### src/rtl/config_bitstream_loader.sv
`default_nettype none
// +----------------------------------------------------------------------------+
// | Module   : config_bitstream_loader                                         |
// | Purpose  : Serialises bitstream words MSB-first into the fabric config     |
// |            shift register. Define CONFIG_LOADER_CRC_EN for a CRC-16 check. |
// | Revision : 1.0                                                             |
// +----------------------------------------------------------------------------+

module config_bitstream_loader #(
    parameter int WORD_WIDTH  = 32,
    parameter int CONFIG_BITS = 34688
) (
    input  logic                  clock,
    input  logic                  nreset,
    input  logic                  start,
    input  logic                  abort,
    input  logic [WORD_WIDTH-1:0] word_data,
    input  logic                  word_valid,
    output logic                  word_ready,
    output logic                  config_data,
    output logic                  config_enable,
    output logic                  busy,
    output logic                  done,
    output logic                  crc_error
);

    localparam int c_CNT_W = $clog2(CONFIG_BITS + 1);
    localparam int c_IDX_W = (WORD_WIDTH > 1) ? $clog2(WORD_WIDTH) : 1;
    localparam logic [c_CNT_W-1:0] c_LAST_COUNT = c_CNT_W'(CONFIG_BITS);
    localparam logic [c_IDX_W-1:0] c_LAST_IDX   = c_IDX_W'(WORD_WIDTH - 1);

`ifdef CONFIG_LOADER_CRC_EN
    typedef enum logic [2:0] {
        S_IDLE  = 3'd0,
        S_FETCH = 3'd1,
        S_SHIFT = 3'd2,
        S_CHECK = 3'd3,
        S_DONE  = 3'd4
    } state_t;
    localparam logic [15:0] c_CRC_POLY = 16'h1021;
    localparam logic [15:0] c_CRC_INIT = 16'hFFFF;
`else
    typedef enum logic [2:0] {
        S_IDLE  = 3'd0,
        S_FETCH = 3'd1,
        S_SHIFT = 3'd2,
        S_DONE  = 3'd4
    } state_t;
`endif

    state_t                r_state, w_state_next;
    logic [WORD_WIDTH-1:0] r_shreg, w_shreg_next;
    logic [c_IDX_W-1:0]    r_bit_idx, w_bit_idx_next;
    logic [c_CNT_W-1:0]    r_bit_count, w_bit_count_next, w_count_inc;
    logic                  r_word_ready, r_config_data, r_config_enable, r_busy, r_done;
    logic                  w_word_ready_next, w_config_data_next, w_busy_next, w_done_next;
    logic                  w_handshake;

`ifdef CONFIG_LOADER_CRC_EN
    logic [15:0] r_crc, w_crc_next, w_crc_step;
    logic        r_crc_error, w_crc_error_next;
    logic        w_crc_fb;

    // The bit on config_data this cycle is the one the shift register takes at the edge.
    always_comb begin
        w_crc_fb   = r_crc[15] ^ r_config_data;
        w_crc_step = {r_crc[14:0], 1'b0} ^ (w_crc_fb ? c_CRC_POLY : 16'h0000);
    end
`endif

    always_comb begin
        w_state_next       = r_state;
        w_shreg_next       = r_shreg;
        w_bit_idx_next     = r_bit_idx;
        w_bit_count_next   = r_bit_count;
        w_config_data_next = 1'b0;
        w_busy_next        = r_busy;
        w_done_next        = r_done;
        w_count_inc        = r_bit_count + 1'b1;
        w_handshake        = word_valid && r_word_ready;
`ifdef CONFIG_LOADER_CRC_EN
        w_crc_next         = r_crc;
        w_crc_error_next   = r_crc_error;
`endif
        case (r_state)
            S_IDLE, S_DONE: begin
                if (start) begin
                    w_state_next     = S_FETCH;
                    w_bit_count_next = '0;
                    w_busy_next      = 1'b1;
                    w_done_next      = 1'b0;
`ifdef CONFIG_LOADER_CRC_EN
                    w_crc_next       = c_CRC_INIT;
                    w_crc_error_next = 1'b0;
`endif
                end
            end
            S_FETCH: begin
                if (abort) begin
                    w_state_next = S_IDLE;
                    w_busy_next  = 1'b0;
                    w_done_next  = 1'b0;
                end else if (w_handshake) begin
                    // MSB goes straight to the output register; the rest queue up in shreg.
                    w_state_next       = S_SHIFT;
                    w_config_data_next = word_data[WORD_WIDTH-1];
                    w_shreg_next       = word_data << 1;
                    w_bit_idx_next     = '0;
                end
            end
            S_SHIFT: begin
                w_bit_count_next = w_count_inc;
                w_bit_idx_next   = r_bit_idx + 1'b1;
`ifdef CONFIG_LOADER_CRC_EN
                w_crc_next       = w_crc_step;
`endif
                if (abort) begin
                    w_state_next = S_IDLE;
                    w_busy_next  = 1'b0;
                    w_done_next  = 1'b0;
                end else if (w_count_inc == c_LAST_COUNT) begin
`ifdef CONFIG_LOADER_CRC_EN
                    w_state_next = S_CHECK;
`else
                    w_state_next = S_DONE;
                    w_busy_next  = 1'b0;
                    w_done_next  = 1'b1;
`endif
                end else if (r_bit_idx == c_LAST_IDX) begin
                    w_state_next = S_FETCH;
                end else begin
                    w_config_data_next = r_shreg[WORD_WIDTH-1];
                    w_shreg_next       = r_shreg << 1;
                end
            end
`ifdef CONFIG_LOADER_CRC_EN
            S_CHECK: begin
                if (abort) begin
                    w_state_next = S_IDLE;
                    w_busy_next  = 1'b0;
                    w_done_next  = 1'b0;
                end else if (w_handshake) begin
                    w_state_next     = S_DONE;
                    w_busy_next      = 1'b0;
                    w_done_next      = 1'b1;
                    w_crc_error_next = (word_data[15:0] != r_crc);
                end
            end
`endif
            default: begin
                w_state_next = S_IDLE;
                w_busy_next  = 1'b0;
                w_done_next  = 1'b0;
            end
        endcase

        w_word_ready_next = (w_state_next == S_FETCH);
`ifdef CONFIG_LOADER_CRC_EN
        w_word_ready_next = w_word_ready_next || (w_state_next == S_CHECK);
`endif
    end

    always_ff @(posedge clock) begin
        if (!nreset) begin
            r_state         <= S_IDLE;
            r_shreg         <= '0;
            r_bit_idx       <= '0;
            r_bit_count     <= '0;
            r_word_ready    <= 1'b0;
            r_config_data   <= 1'b0;
            r_config_enable <= 1'b0;
            r_busy          <= 1'b0;
            r_done          <= 1'b0;
        end else begin
            r_state         <= w_state_next;
            r_shreg         <= w_shreg_next;
            r_bit_idx       <= w_bit_idx_next;
            r_bit_count     <= w_bit_count_next;
            r_word_ready    <= w_word_ready_next;
            r_config_data   <= w_config_data_next;
            r_config_enable <= (w_state_next == S_SHIFT);
            r_busy          <= w_busy_next;
            r_done          <= w_done_next;
        end
    end

`ifdef CONFIG_LOADER_CRC_EN
    always_ff @(posedge clock) begin
        if (!nreset) begin
            r_crc       <= c_CRC_INIT;
            r_crc_error <= 1'b0;
        end else begin
            r_crc       <= w_crc_next;
            r_crc_error <= w_crc_error_next;
        end
    end

    assign crc_error = r_crc_error;
`else
    assign crc_error = 1'b0;
`endif

    assign word_ready    = r_word_ready;
    assign config_data   = r_config_data;
    assign config_enable = r_config_enable;
    assign busy          = r_busy;
    assign done          = r_done;

endmodule

`default_nettype wire

### config.mk
export PLATFORM = sky130hd
export DESIGN_NAME = config_bitstream_loader
export DESIGN_NICKNAME = d
export VERILOG_FILES = /design/src/rtl/config_bitstream_loader.sv
export SDC_FILE = /design/constraint.sdc
export NUM_CORES = 1
export LEC_CHECK = 0
export ABC_AREA = 0
export CAP_MARGIN = 30
export CORE_MARGIN = 4
export CORE_UTILIZATION = 60
export DETAILED_ROUTE_END_ITERATION = 16
export PLACE_DENSITY = 0.92
export SKIP_CTS_REPAIR_TIMING = 1
export SLEW_MARGIN = 40
export SYNTH_ARGS = -nofsm -noshare
export SYNTH_HDL_FRONTEND = slang
export SYNTH_SLANG_ARGS = --single-unit
### constraint.sdc
create_clock -name clock -period 3.71 [get_ports clock]
set_input_delay 0.742 -clock clock [delete_from_list [all_inputs] [get_ports clock]]
set_output_delay 0.742 -clock clock [all_outputs]
set_load 0.05 [all_outputs]
==> summary.txt, run 1 <==
Clock network
  – CTS clock-pin slew for the worst setup and hold paths: 0.07 ns
  – Root Buffer: clkbuf_8
  – Clk buf depth: 2
  – Htree depth: 3
  – Total CTS buffers: 9
  – CTS tree: yes
  – Clock insertion delay at the later pin of the skew report: about 0.34 ns
  – Clock sinks: 60

Worst setup path
  – CP Launch Point: r_bit_count[0]
  – Crit path max fanout: 11
  – Instance count on the critical path: 8
  – Critical path class: flop to flop
  – Capturing point of the worst reg2reg path: word_ready
  – CP peak stage delay: roughly 0.54 ns
  – Slowest-stage cell, CP: dfxtp_1
  – R2R Setup Slk: roughly 0.62 ns
  – Buf/Inv on CP: 0
  – RR Startpoint: r_bit_count[0]
  – CP required: between 3 and 4 ns
  – Critical path arrival: ~3.3 ns
  – CP endpoint: word_ready
  – Element type at the critical path start: flop
  – CP Cell Sequence: ha_1 -> nand2_1 -> nor4_4 -> mux2i_1 -> nor4_2 -> nor4b_2 -> o21ai_1 -> and2_1
  – Reg2Reg Depth: 8
  – Worst path top cell family by delay: simple AND/OR/NAND/NOR gates
  – CP endpoint kind: flop

Detailed routing
  – Via count: 3173
  – Vias per cell: about 6.3
  – DR pass1 iterations: 5
  – Total wire length after detailed routing: around 8 mm
  – Avg WL per Cell: 16.3 microns
  – Drt drc: 0
  – Initial drt markers: 289
  – Routed Antenna Nets: 0

Logic synthesis
  – Post-synth EDFFs: 0
  – Yosys reg bits: 60
  – Synth warn: 0
  – Mean Syn Cell Area: slightly below 9 sq um
  – Net Count, Synth: around 440
  – Gate count after technology mapping: about 400
  – Synth cell types: ~50
  – Post-synthesis async set-or-reset flop share: 0%
  – Sequential fraction of the synthesis area: about a third
  – Synth Flop Type: dfxtp_1
  – Synthesized cell area: roughly 3600 sq um

Worst hold path
  – Min-delay worst type: flop to flop
  – Startpoint of the worst hold path: busy

Power and ir drop
  – Clock share of power: 44.4%
  – Sw power: about 0.35 mW
  – Logic pwr share: 9.8%
  – Net Sw Frac: 24.3%
  – Pwr Density: about 350 nW/um^2
  – Leak pwr: approximately 1.6 nW
  – VDD IR max: around 0.37 mV
  – Power share of the sequential group: about 46%
  – Int Power: between 1 and 1.5 mW

Floorplanning
  – Io pins: 43
  – Area of the core: 5640 sq um
  – Initial core utilization: 63.3%
  – Die width: between 80 and 90 microns
  – Die height: 85.2 microns
  – Total die area: a little over 7000 sq um
  – Row count: 27

Place
  – Gpl congestion: about 0.86
  – Worst slack at placement: 0.684 ns
  – Post-DP HPWL: approximately 5.3 mm
  – IO Port Bufs: 41
  – Placed Instances: about 490

Timing
  – Unrepaired setup endpoints after global routing: false
  – Final Hold Slack: about 0.46 ns
  – Final setup violation count: 0
  – Slew Viols, Final: 0
  – Final Hold Viols: 0
  – Final worst slack: 0.624 ns
  – Fin Clk Skew: approximately 0.015 ns
  – Max Fclk: about 0.32 GHz
  – Period utilisation layout: 83.2%
  – Min Clock Period, post-route: 3.09 ns
  – Slew margin rel.: approximately 53%
  – Setup total negative slack: 0 ns
  – Worst-margin pin slew: around 0.7 ns

Cells and area
  – Layout cell share with drive strength beyond 1: 22.3%
  – ANT cells: 0
  – Area Overhead vs Synth: 16.8%
  – Layout Cells excl Fill: 503
  – Most common cell after layout, fill and taps aside: dfxtp_1
  – Nets: roughly 470
  – Fillers: approximately 380
  – Most frequent cells in the layout: dfxtp_1, o21ai_0, clkdlybuf4s50_1
  – Area of the multi-input gates: between 2000 and 2500 sq um
  – Register area: around 1200 sq um
  – Post-Route Utilization: 74.0%

Global routing
  – Global-route wire length before repair: between 10 and 15 mm
  – Initial antenna violation count: 0
  – GRT Total Usage: 23.5%
  – Global route overflow: 0
  – Largest net degree at the start of global routing: 50
  – Vias in the first global route: 3034

Outcome
  – Status: finished, final reports clean

Job
  – Maximum Capacitance Violations: 0
-- area by class of cell --
| cell class | count | share of cell area [%] |
|---|---|---|
| Inverter | 2 | 0.180 |
| Tap cell | 72 | 2.16 |
| Clock inverter | 6 | 2.16 |
| Timing Repair Buffer | 48 | 11.4 |
| Multi-Input combinational cell | 306 | 52.4 |
| Sequential cell | 60 | 28.8 |
| Clock buffer | 9 | 2.97 |
-- metrics by stage --
step | instance area, sq um | total power [mW]
after floorplan | 3570 | 0.754
after global placement | 3960 | 0.811
after detailed placement | 3960 | 0.817
after CTS | 4170 | 1.46
after global routing | 4170 | 1.50
final | 4170 | 1.45
-- worst min-delay path by stage --
stage	cells past startpoint	slack [ns]	endpoint
after floorplan	2	0.45	r_bit_idx[4]
after global placement	1	0.44	busy
after detailed placement	1	0.45	busy
after CTS	1	0.46	busy
after global routing	1	0.50	busy
final	1	0.46	busy
-- registers in the layout (all words and copies together) (netlist names) --
signal         flops
r_state            3
r_bit_count       16
config_data        1
word_ready         1
config_enable      1
done               1
r_bit_idx          5
busy               1
r_shreg           31
-- synthesized netlist by cell type (all sizes together) (4+ instances only) --
| cell type | n | share of area (%) |
|---|---|---|
| a211oi | 31 | 11 |
| a22oi | 6 | 1.3 |
| nor4 | 10 | 2.9 |
| nand2 | 23 | 2.4 |
| ha | 4 | 1.4 |
| nor3 | 9 | 1.4 |
| xnor2 | 4 | 0.98 |
| a31oi | 4 | 0.70 |
| nor2 | 60 | 8.3 |
| o21ai | 49 | 6.9 |
| mux2i | 30 | 8.4 |
| buf | 15 | 3.3 |
| xor2 | 4 | 0.98 |
| dfxtp | 60 | 34 |
| and2 | 8 | 1.4 |
| nand4 | 8 | 1.6 |
| a21oi | 18 | 2.7 |
| clkbuf | 20 | 2.1 |
| nand3 | 8 | 1.5 |
-- metal layers --
metal	part of all wire (%)	track usage [%]	routed length, microns	vias to the layer above
met2	49	40.2	4060	119
met1	43	29.0	3520	1525
met3	6.6	6.31	539	10
met4	1.0	6.47	82	0
li1	-	-	-	1519
met5	0	0	0	-
-- logic make-up (layout without fill, tap and decap cells) --
logic type / count (synthesis) / count (layout) / synth area share (%)
DFF: 60 / 60 / 33.6
xor gates and xnor gates: 8 / 8 / 1.96
muxes: 30 / 30 / 8.40
adders and majority gates: 4 / 4 / 1.40
buffers and inverters: 37 / 65 / 5.60
and+or+nand+nor: 143 / 143 / 23.6
AOI/OAI and AO/OA: 120 / 120 / 25.3
other: 1 / 1 / 0.105
-- worst reg2reg max path, cell delays in order (launching register included) --
cell and delay, ns:
dfxtp_1 0.54, ha_1 0.41, nand2_1 0.18, nor4_4 0.36, mux2i_1 0.20, nor4_2 0.45
nor4b_2 0.52, o21ai_1 0.16, and2_1 0.18
-- power by group through the flow --
stage          combinational, mW  clock (mW)  sequential, mW
6_report                   0.142       0.643           0.662
3_5_place_dp               0.141           0           0.676
5_1_grt                    0.154       0.684           0.663
2_1_floorplan             0.0738           0           0.680
3_3_place_gp               0.135           0           0.676
4_1_cts                    0.141       0.652           0.661
Power figures use the tool's default switching activity.
==> run 2, diff against run 1 <==
--- a/config.mk
+++ b/config.mk
@@ -8,9 +8,9 @@
 export ABC_AREA = 0
 export CAP_MARGIN = 30
 export CORE_MARGIN = 4
-export CORE_UTILIZATION = 60
+export CORE_UTILIZATION = 56
 export DETAILED_ROUTE_END_ITERATION = 16
-export PLACE_DENSITY = 0.92
+export PLACE_DENSITY = 0.87
 export SKIP_CTS_REPAIR_TIMING = 1
 export SLEW_MARGIN = 40
 export SYNTH_ARGS = -nofsm -noshare
==> constraint.sdc (replaced) <==
create_clock -name clock -period 3.2 [get_ports clock]
set_input_delay 0.64 -clock clock [delete_from_list [all_inputs] [get_ports clock]]
set_output_delay 0.64 -clock clock [all_outputs]
set_load 0.05 [all_outputs]
==> run 2 against run 1 <==
Effect of this change: clock-buffer cell count up 3; clock skew decreased by 0.0034 ns; largest cell class unchanged; critical path type unchanged; critical path depth unchanged.
==> summary.txt, run 2 (synthesized netlist as in run 1, its figures left out) <==
Cells and area
  – Layout cell share with drive strength beyond 1: 22.4% (was 22.3%)
  – Most flop-heavy register: r_shreg (unchanged)
  – Most common cell after layout, fill and taps aside: dfxtp_1 (unchanged)
  – Top Registers: r_shreg (31), r_bit_count (16), r_bit_idx (5) (unchanged)
  – Post-Route Utilization: 69.1% (was 74.0%)
  – Area Overhead vs Synth: 17.1% (was 16.8%)
  – Layout Cells excl Fill: 508 (was 503)
  – ANT cells: 0 (unchanged)
  – Most frequent cells in the layout: dfxtp_1, o21ai_0, clkdlybuf4s50_1 (unchanged)
  – Largest register FFs: 31 (unchanged)
  – Nets: 469 (was 468)
  – Fillers: 500 (was 376)

Place
  – Placed Instances: 492 (was 488)
  – Worst slack at placement: 0.317 ns (was 0.684 ns)
  – Post-DP HPWL: 5.18 mm (was 5.32 mm)
  – IO Port Bufs: 41 (unchanged)
  – Gpl congestion: 0.966 (was 0.863)

Worst hold path
  – Min-delay worst type: flop to flop (unchanged)
  – Hold Path End: busy (unchanged)
  – Startpoint of the worst hold path: busy (unchanged)
  – Hold Path Stages: 1 (unchanged)

Worst setup path
  – Crit path max fanout: 11 (unchanged)
  – Critical path class: flop to flop (unchanged)
  – CP required: 3.45 ns (was 3.95 ns)
  – Capturing point of the worst reg2reg path: r_state[0] (was word_ready)
  – CP endpoint kind: flop (unchanged)
  – Element type at the critical path start: flop (unchanged)
  – Critical path arrival: 3.14 ns (was 3.32 ns)
  – Reg2Reg Depth: 8 (unchanged)
  – RR Startpoint: r_bit_count[0] (unchanged)
  – R2R Setup Slk: 0.30 ns (was 0.62 ns)

Detailed routing
  – Initial drt markers: 223 (was 289)
  – Vias per cell: 6.10 (was 6.31)
  – Via count: 3099 (was 3173)
  – DR pass1 iterations: 6 (was 5)
  – Avg WL per Cell: 15.7 microns (was 16.3 microns)
  – Drt drc: 0 (unchanged)
  – Total wire length after detailed routing: 7.99 mm (was 8.20 mm)
  – Routed Antenna Nets: 0 (unchanged)

Power and ir drop
  – Pwr Density: 390 nW/um^2 (was 347 nW/um^2)
  – Overall power: 1.63 mW (was 1.45 mW)
  – Leak pwr: 1.60 nW (about the same)
  – VDD IR max: 0.296 mV (was 0.368 mV)

Clock network
  – Total CTS buffers: 9 (unchanged)
  – Clk buf depth: 2 (unchanged)
  – Clock insertion delay at the later pin of the skew report: 0.35 ns (was 0.34 ns)
  – CTS tree: yes (unchanged)
  – CTS clock-pin slew for the worst setup and hold paths: 0.07 ns (about the same)
  – Root Buffer: clkbuf_8 (unchanged)
  – Htree depth: 3 (unchanged)
  – Clock sinks: 60 (unchanged)

Timing
  – Period utilisation layout: 90.5% (was 83.2%)
  – Worst-margin pin slew: 0.711 ns (was 0.704 ns)
  – Fin Clk Skew: 0.0112 ns (was 0.0146 ns)
  – Final setup violation count: 0 (unchanged)
  – Final Hold Viols: 0 (unchanged)
  – Final worst slack: 0.305 ns (was 0.624 ns)
  – Setup total negative slack: 0 ns (unchanged)
  – Slew Viols, Final: 0 (unchanged)
  – Min Clock Period, post-route: 2.90 ns (was 3.09 ns)
  – Slew margin rel.: 52.6% (was 53.0%)
  – Max Fclk: 0.345 GHz (was 0.324 GHz)
  – Unrepaired setup endpoints after global routing: false (unchanged)

Floorplanning
  – Die width: 87.9 microns (was 85.2 microns)
  – Row count: 28 (was 27)
  – Io pins: 43 (unchanged)
  – Die height: 87.9 microns (was 85.2 microns)
  – Initial core utilization: 59.0% (was 63.3%)
  – Total die area: 7720 sq um (was 7250 sq um)
  – Area of the core: 6060 sq um (was 5640 sq um)

Global routing
  – Initial antenna violation count: 0 (unchanged)
  – Global-route wire length before repair: 13.5 mm (was 14.0 mm)
  – GRT Total Usage: 22.0% (was 23.5%)
  – Largest net degree at the start of global routing: 50 (unchanged)
  – Vias in the first global route: 3019 (was 3034)
  – Global route overflow: 0 (unchanged)

Outcome
  – Status: finished, final reports clean (unchanged)

Job
  – Maximum Capacitance Violations: 0 (unchanged)
==> run 2: layout make-up <==
type	count	area (sq um)	area share, %
clock buffer	12	155	3.71
clock inverter	4	47.5	1.14
inverter	2	7.51	0.179
multi-input combinational	306	2180	52.2
sequential	60	1200	28.7
tap	75	93.8	2.24
timing repair buffer	49	495	11.8
==> run 2: metal layers <==
layer  GRT usage (%)  routed length [microns]  up-vias
li1                -                        -     1519
met1            27.3                     3620     1478
met2            37.1                     3820       87
met3            6.68                      436       15
met4            5.58                      113        0
met5               0                        0        -
==> run 2: how the worst max path moves through the flow <==
stage / endpoint / slack, ns / cells past startpoint / startpoint
final: r_state[0] / 0.30 / 8 / r_bit_count[0]
after global routing: r_state[0] / 0.09 / 8 / r_bit_count[0]
after CTS: busy / 0.31 / 8 / r_bit_count[0]
after detailed placement: busy / 0.32 / 8 / r_bit_count[0]
after global placement: busy / 0.45 / 8 / r_bit_count[0]
after floorplan: busy / 0.96 / 9 / r_bit_count[0]
==> run 2: where the power goes <==
group	internal, mW	switching [mW]
registers	0.758	0.00999
logic	0.0786	0.0851
clock network	0.399	0.300
==> run 2: critical path, stage by stage (launching register included) <==
cell and delay, ns:
dfxtp_1 0.53, ha_1 0.41, nand2_1 0.17, nor4_4 0.35
mux2i_1 0.19, nor4_2 0.40, nor4b_2 0.44, o21ai_1 0.14
and2_1 0.17
==> run 2: metrics by stage <==
stage | cell area [sq um] | hold WS, ns
after CTS | 4190 | 0.477
after detailed placement | 3980 | 0.461
after global routing | 4190 | 0.496
after global placement | 3980 | 0.451
final | 4190 | 0.479
after floorplan | 3570 | 0.452
==> run 3, diff against run 2 <==
--- a/config.mk
+++ b/config.mk
@@ -7,10 +7,12 @@
 export LEC_CHECK = 0
 export ABC_AREA = 0
 export CAP_MARGIN = 30
+export CORE_ASPECT_RATIO = 2
 export CORE_MARGIN = 4
-export CORE_UTILIZATION = 56
+export CORE_UTILIZATION = 64
 export DETAILED_ROUTE_END_ITERATION = 16
-export PLACE_DENSITY = 0.87
+export DONT_BUFFER_PORTS = 1
+export PLACE_DENSITY = 0.8
 export SKIP_CTS_REPAIR_TIMING = 1
 export SLEW_MARGIN = 40
 export SYNTH_ARGS = -nofsm -noshare
==> run 3 against run 2 <==
Effect of this change: worst hold slack worse by 0.066 ns; largest power group unchanged; largest cell class unchanged; flip-flop and latch count did not move; critical path type unchanged; die area down 10%; critical endpoint is now busy.
==> summary.txt, run 3 (synthesized netlist as in run 1, its figures left out) <==
Floorplanning
  – Die width: 60.8 microns (was 87.9 microns)
  – Die height: 114 microns (was 87.9 microns)
  – Io pins: 43 (unchanged)
  – Initial core utilization: 65.9% (was 59.0%)
  – Row count: 38 (was 28)
  – Total die area: 6920 sq um (was 7720 sq um)
  – Area of the core: 5420 sq um (was 6060 sq um)

Worst hold path
  – Min-delay worst type: input port to flop (was flop to flop)

Detailed routing
  – Drt drc: 0 (unchanged)
  – Avg WL per Cell: 17.8 microns (was 15.7 microns)
  – Initial drt markers: 180 (was 223)
  – Via count: 3001 (was 3099)
  – Vias per cell: 6.64 (was 6.10)
  – Total wire length after detailed routing: 8.02 mm (was 7.99 mm)
  – DR pass1 iterations: 4 (was 6)
  – Routed Antenna Nets: 0 (unchanged)

Timing
  – Max Fclk: 0.339 GHz (was 0.345 GHz)
  – Slew margin rel.: 54.7% (was 52.6%)
  – Setup total negative slack: 0 ns (unchanged)
  – Fin Clk Skew: 0.00511 ns (was 0.0112 ns)
  – Final worst slack: 0.252 ns (was 0.305 ns)
  – Period utilisation layout: 92.1% (was 90.5%)
  – Min Clock Period, post-route: 2.95 ns (was 2.90 ns)
  – Slew Viols, Final: 0 (unchanged)
  – Final Hold Slack: 0.413 ns (was 0.479 ns)
  – Final setup violation count: 0 (unchanged)
  – Final Hold Viols: 0 (unchanged)
  – Worst-margin pin slew: 0.679 ns (was 0.711 ns)
  – Unrepaired setup endpoints after global routing: false (unchanged)

Power and ir drop
  – Overall power: 1.48 mW (was 1.63 mW)
  – Logic pwr share: 6.4% (was 10.0%)
  – Leak pwr: 1.44 nW (was 1.60 nW)
  – VDD IR max: 0.446 mV (was 0.296 mV)
  – Net Sw Frac: 24.7% (was 24.2%)
  – Power share of the sequential group: 52.7% (was 47.1%)
  – Clock share of power: 41.0% (was 42.9%)
  – Pwr Density: 396 nW/um^2 (was 390 nW/um^2)
  – Int Power: 1.11 mW (was 1.24 mW)
  – Sw power: 0.364 mW (was 0.395 mW)

Cells and area
  – Nets: 429 (was 469)
  – Layout cell share with drive strength beyond 1: 24.5% (was 22.4%)
  – Layout Cells excl Fill: 452 (was 508)
  – Fillers: 451 (was 500)
  – Most flop-heavy register: r_shreg (unchanged)
  – Most common cell after layout, fill and taps aside: dfxtp_1 (unchanged)
  – Area Overhead vs Synth: 4.38% (was 17.1%)
  – ANT cells: 0 (unchanged)
  – Largest register FFs: 31 (unchanged)
  – Top Registers: r_shreg (31), r_bit_count (16), r_bit_idx (5) (unchanged)
  – Most frequent cells in the layout: dfxtp_1, o21ai_0, nor2_1 (was dfxtp_1, o21ai_0, clkdlybuf4s50_1)

Place
  – Placed Instances: 437 (was 492)
  – Gpl congestion: 0.807 (was 0.966)
  – Post-DP HPWL: 5.69 mm (was 5.18 mm)
  – IO Port Bufs: 0 (was 41)
  – Worst slack at placement: 0.292 ns (was 0.317 ns)

Global routing
  – GRT Total Usage: 25.9% (was 22.0%)
  – Initial antenna violation count: 0 (unchanged)
  – Largest net degree at the start of global routing: 41 (was 50)
  – Vias in the first global route: 2994 (was 3019)
  – Global-route wire length before repair: 13.6 mm (was 13.5 mm)
  – Global route overflow: 0 (unchanged)

Worst setup path
  – Critical path class: flop to flop (unchanged)
  – Crit path max fanout: 11 (unchanged)
  – CP required: 3.44 ns (was 3.45 ns)
  – Critical path arrival: 3.19 ns (was 3.14 ns)
  – CP endpoint kind: flop (unchanged)
  – Element type at the critical path start: flop (unchanged)

Clock network
  – Htree depth: 3 (unchanged)
  – Clock insertion delay at the later pin of the skew report: 0.35 ns (about the same)
  – Total CTS buffers: 9 (unchanged)
  – Root Buffer: clkbuf_8 (unchanged)
  – CTS tree: yes (unchanged)
  – Clk buf depth: 2 (unchanged)
  – Clock sinks: 60 (unchanged)
  – CTS clock-pin slew for the worst setup and hold paths: 0.06 ns (was 0.07 ns)

Outcome
  – Status: finished, final reports clean (unchanged)

Job
  – Maximum Capacitance Violations: 0 (unchanged)
run 3: power by group through the flow:
| stage | combinational (mW) | clock [mW] | sequential, mW |
|---|---|---|---|
| global route | 0.106 | 0.651 | 0.777 |
| finish | 0.0943 | 0.604 | 0.777 |
| CTS | 0.0942 | 0.619 | 0.777 |
| global placement | 0.0892 | 0 | 0.793 |
| detailed placement | 0.0942 | 0 | 0.793 |
| floorplan | 0.0856 | 0 | 0.788 |
run 3: final timing paths:
| kind | from | to | slack (ns) | depth (start not counted) |
|---|---|---|---|---|
| setup / recovery | r_bit_count[0] | busy | 0.25 | 8 |
| hold / removal | nreset | config_enable | 0.41 | 1 |
| setup reg to reg | r_bit_count[0] | busy | 0.25 | 8 |
| hold reg to reg | r_bit_idx[4] | r_bit_idx[4] | 0.48 | 2 |
run 3: cell type report:
type / instances / area (sq um) / area share, %
Tap cell: 60 / 75.1 / 2.01
Multi-Input combinational cell: 306 / 2180 / 58.6
Timing Repair Buffer: 9 / 92.6 / 2.48
Clock inverter: 2 / 10.0 / 0.268
Sequential cell: 60 / 1200 / 32.2
Clock buffer: 13 / 159 / 4.26
Inverter: 2 / 7.51 / 0.201
run 3: through the flow:
step	utilization (%)	instance area (sq um)
finish	68.8	3730
global route	68.8	3730
CTS	68.8	3730
detailed placement	65.7	3560
global placement	65.7	3560
floorplan	-	3570
run 3: worst max-delay path: stages, from the launching register on:
cell and delay (ns):
dfxtp_1 0.53, ha_1 0.43, nand2_1 0.17, nor4_4 0.35, mux2i_1 0.18, nor4_2 0.40
nor4b_2 0.46, o21ai_1 0.14, a21o_1 0.18
run 3: metal layers:
layer	GRT usage (%)	routed length, microns
met4	16.9	349
met2	43.8	4250
met1	28.1	3030
met5	0	0
met3	4.42	395
